$ cat config.mk
export PLATFORM = sky130hd
export DESIGN_NAME = hex_scan_driver
export DESIGN_NICKNAME = d
export VERILOG_FILES = /design/src/rtl/hex_scan_driver.sv
export SDC_FILE = /design/constraint.sdc
export NUM_CORES = 1
export LEC_CHECK = 0
export BUFFER_PORTS_ARGS = -buffer_cell sky130_fd_sc_hd__buf_2
export CORE_MARGIN = 5
export CORE_UTILIZATION = 50
export DETAILED_ROUTE_END_ITERATION = 8
export PLACE_DENSITY = 0.7
export SYNTH_ARGS = -nofsm -noshare
export SYNTH_HDL_FRONTEND = slang
export SYNTH_SLANG_ARGS = --single-unit
$ cat constraint.sdc
create_clock -name clk -period 2.97 [get_ports clk]
set_input_delay 0.1485 -clock clk [delete_from_list [all_inputs] [get_ports clk]]
set_output_delay 0.1485 -clock clk [all_outputs]
set_load 0.02 [all_outputs]
$ cat src/rtl/hex_scan_driver.sv
// rtl/hex_scan_driver.sv - time-multiplexed 4-digit hex display scanner
//
// Scans four hex digits out of a 16-bit display register, one digit slot
// every REFRESH_DIV clocks, in order 0,1,2,3. New values are staged in a
// shadow register and copied to the display only at the frame boundary
// (last cycle of slot 3), so a frame never shows a mix of old and new digits.
//
// Optional build macro: HEX_SCAN_BLANK_EN -- blank leading-zero digits 1..3.
//
// Ports:
//   clk         in   clock, rising edge
//   reset       in   asynchronous active-high reset
//   load        in   write strobe, value sampled on the edge where load=1
//   value       in   16 bits, value[3:0] is digit 0, value[15:12] is digit 3
//   digit       out  4 bits, current nibble to the 7-segment decoder {W,X,Y,Z}
//   an          out  4 bits, active-low anode enables, an[i]=0 lights digit i
//   pending     out  a loaded value is waiting for the frame boundary
//   frame_start out  one-cycle pulse in the first cycle of each frame
module hex_scan_driver #(
  parameter int REFRESH_DIV = 50000
) (
  input  logic        clk,
  input  logic        reset,
  input  logic        load,
  input  logic [15:0] value,
  output logic [3:0]  digit,
  output logic [3:0]  an,
  output logic        pending,
  output logic        frame_start
);

  localparam int CW = (REFRESH_DIV > 1) ? $clog2(REFRESH_DIV) : 1;
  localparam logic [CW-1:0] COUNT_MAX = CW'(REFRESH_DIV - 1);

  logic [CW-1:0] count;
  logic [1:0]    idx;
  logic [15:0]   display;
  logic [15:0]   shadow;
  logic          tick;
  logic          boundary;

  assign tick     = (count == COUNT_MAX);
  assign boundary = tick && (idx == 2'd3);

  always_ff @(posedge clk or posedge reset) begin
    if (reset) begin
      count       <= '0;
      idx         <= 2'd0;
      display     <= 16'h0000;
      shadow      <= 16'h0000;
      pending     <= 1'b0;
      frame_start <= 1'b0;
    end else begin
      count       <= tick ? '0 : count + CW'(1);
      idx         <= tick ? idx + 2'd1 : idx;
      frame_start <= boundary;
      if (boundary) begin
        // A load landing on the boundary bypasses the shadow entirely.
        if (load) begin
          display <= value;
        end else if (pending) begin
          display <= shadow;
        end
        pending <= 1'b0;
      end else if (load) begin
        shadow  <= value;
        pending <= 1'b1;
      end
    end
  end

  // Outputs derive only from registered state, so reset forces them at once
  // and load/value have no combinational path to the pins.
  assign digit = display[{idx, 2'b00} +: 4];

  always_comb begin
    an = ~(4'b0001 << idx);
`ifdef HEX_SCAN_BLANK_EN
    // Digit i>=1 is a leading zero when nibbles i..3 are all zero.
    case (idx)
      2'd1:    if (display[15:4]  == 12'h000) an = 4'b1111;
      2'd2:    if (display[15:8]  == 8'h00)   an = 4'b1111;
      2'd3:    if (display[15:12] == 4'h0)    an = 4'b1111;
      default: ;
    endcase
`endif
  end

endmodule
==> summary.txt <==
Status
  – Run status: complete, no violations

Yosys
  – Cells after synthesis: 215
  – Xor and xnor fraction of the mapped netlist area: between 4 and 5%
  – Average cell area after synthesis: 11.6 µm²
  – EDFF count, synth: 0
  – Area share of the largest cell type after synthesis: between 50 and 60%
  – Dominant combinational cell family by area after synthesis: simple AND/OR/NAND/NOR gates
  – Ys async rst share: 100%
  – Post-synthesis sequential element count: 52
  – Top flip-flop cell by instance count after synthesis: dfrtp_1
  – Net count after synthesis: ~240
  – Post-Synth Adder-Cell Area: under 10%
  – Compound-cell area share of the yosys netlist: between 7 and 8%
  – Summed instance area of the synthesized netlist: between 2000 and 3000 µm²
  – Post-synthesis mux area share: between 10% and 20%
  – Biggest area consumer among synthesized cells: dfrtp_1
  – Cell types with the largest area share after synthesis: dfrtp_1, mux2_4, nand3_1
  – Synth Warn #: 0
  – Synth Area in Simple Gates: 15.9%
  – Cell variety after synth: 34
  – Register area share after synthesis: about half

Routing
  – Routed length per placed instance: 15.1 µm
  – DRT antenna net count: 0
  – Iter 0 DRT Violations: approximately 110
  – Via density per instance: roughly 5.5
  – Vias: 1701
  – Number of detailed-routing iterations run before antenna repair: 5
  – Detailed Route WL: between 4 and 5 mm
  – Final routed DRC violation total: 0

Final layout
  – Number of nets in the layout: about 270
  – Number of antenna diodes: 0
  – Syn-to-layout area delta: 11.2%
  – Fraction of layout instances using a drive strength above 1: a little over a quarter

Worst setup path
  – Arrival time at the worst endpoint: 2.58 ns
  – Critical Path Source Type: register
  – Highest-delay cell along the critical path: or4_4
  – Critical path endpoint category: register
  – Crit path kind: reg2reg
  – Required time worst endpoint: 3.15 ns
  – Max stage delay on crit path: roughly 0.69 ns
  – Cell breakdown of the critical path: or4b_1 > or4_4 > nand2_8 > mux2_2
  – Max FO, Critical Path: 24

Placed design
  – Final estimated routing congestion in global placement: between 0.7 and 0.8
  – Post-detail-place hpwl: roughly 3.3 mm
  – # port buffers: 28

Timing
  – Final Cycle Share: 80.8%
  – Headroom to the max-slew limit: slightly below 30%
  – Slew at the pin closest to its max-slew limit: 1.06 ns
  – Count of final max-slew check failures: 0
  – Time the worst path needs with I/O delays and setup: between 2 and 2.5 ns
  – Min Hold Slack: 0.0853 ns
  – Unrepaired setup endpoints after global routing: no
  – Total of endpoints with negative setup slack in the final report: 0
  – Fmax: 417 MHz
  – Setup TNS: 0 ns
  – Layout Skew: 0.00888 ns
  – Endpoints failing hold: 0

CTS
  – CTS max path bufs: 2
  – Clock Pin Slew Worst Setup and Hold Paths: ~0.09 ns
  – Root Buffer Master: clkbuf_8
  – Clock tree from TritonCTS: yes
  – Clk sink count: 52
  – Clock insertion delay at the later pin of the skew report: roughly 0.30 ns
  – Num CTS Buffers: 5
  – Hold buffer count at cts: 0
  – Level count of the clock H-tree: 2
  – Post-CTS Resized: 0
  – Number of buffers inserted to repair setup after CTS: 0

GRT
  – Initial antenna violation count: 0
  – GRT Overall Usage: approximately 16%
  – Vias in the first global route: around 1700
  – Overflow left after global routing: 0
  – Maximum number of pins on one net before global-route repair: between 50 and 60
  – Global-route wire length before repair: approximately 8.1 mm

Pwr
  – Peak ir drop on the vdd network: between 0.2 and 0.25 mV
  – Power density over the cells: 452 nW/µm²
  – Leakage power summed over all cells: ~1.2 nW

Worst hold path
  – Worst min-delay path class: in2reg

Run
  – Number of maximum-capacitance violations: 0

Floorplan
  – Starting density of the core: about 52%
  – Number of top-level pins: 29
  – Total die area: approximately 6500 µm²
  – Die outline height: 80.8 µm
  – Site Rows: 25
  – Die width: ~81 µm
  – Core area: roughly 4800 µm²
registers in the layout, indices dropped and copies added, names as in the netlist:
| name | flops |
|---|---|
| frame_start | 1 |
| display | 16 |
| idx | 2 |
| count | 16 |
| shadow | 16 |
| pending | 1 |
synthesized netlist by cell type (6+ instances only):
master   count
mux2_2       6
mux2_4      10
nand3_1     26
a32oi_1     10
dfrtp_1     52
nand2_1     16
xor2_1       7
xnor2_1      7
o21ai_0     13
nor2_1      11
inv_1        7
logic make-up (layout without fill, tap and decap cells):
family                     after synthesis  after routing
muxes                                   21             21
DFF                                     52             52
buffers and inverters                   19             49
adders and majority gates                5              5
and+or+nand+nor                         75             75
xor gates and xnor gates                14             14
AOI/OAI and AO/OA                       29             29
per-stage QoR:
stage	setup slack [ns]	std cells	area, µm²	utilization, %	total power, mW
2_1_floorplan	0.723	215	2500	-	0.828
3_3_place_gp	0.609	304	2690	56.2	0.857
3_5_place_dp	0.583	304	2690	56.2	0.859
4_1_cts	0.564	312	2780	58.2	1.28
5_1_grt	0.404	312	2780	58.2	1.32
6_report	0.572	312	2780	58.2	1.26
routing by layer:
layer / global-route usage [%] / vias up / wire length, µm
li1: - / 830 / -
met1: 20.5 / 833 / 2080
met2: 27.6 / 34 / 2400
met3: 4.21 / 4 / 196
met4: 4.05 / 0 / 33
met5: 0 / - / 0
layout make-up:
cell class / instances / area [µm²]
clock buffer: 7 / 86.3
multi-input combinational: 144 / 1100
inverter: 8 / 30.0
sequential: 52 / 1300
fill: 425 / 2000
clock inverter: 1 / 7.51
tap: 67 / 83.8
timing repair buffer: 33 / 178
layout by cell type (no fill, tap or decap), types with 4 or more instances in the layout:
master    synthesis  layout
ha_1              5       5
nand2_1          16      16
mux2_4           10      10
xnor2_1           7       7
dfrtp_1          52      52
clkbuf_8          0       6
xor2_1            7       7
buf_4             2       5
buf_2             2      28
mux4_2            4       4
inv_1             7       6
o21ai_0          13      13
nand4_1           5       5
nand3_1          26      26
a32oi_1          10      10
a22oi_1           5       5
mux2_2            6       6
nor2_1           11      11
where the power goes:
group	total [mW]	switching, mW	internal, mW
Combinational	0.0948	0.0469	0.0479
Sequential	0.748	0.0149	0.733
Clock	0.415	0.225	0.190
Total	1.26	0.287	0.971
critical path, delay by kind of cell (launching register included):
kind / cells / cell delay, ns
and+or+nand+nor: 3 / 1.48
DFF: 1 / 0.45
muxes: 1 / 0.35
final timing paths:
path	slack, ns	startpoint	end	cells past startpoint
min	0.09	value[5]	shadow[5]$_DFFE_PP0P_	2
min in group asynchronous	0.10	reset	count[9]$_DFF_PP0_	2
max in group asynchronous	2.21	reset	shadow[12]$_DFFE_PP0P_	2
max reg2reg	0.57	count[5]$_DFF_PP0_	shadow[0]$_DFFE_PP0P_	4
min reg2reg	0.50	count[13]$_DFF_PP0_	count[13]$_DFF_PP0_	1
max	0.57	count[5]$_DFF_PP0_	shadow[0]$_DFFE_PP0P_	4
Power figures use the tool's default switching activity.
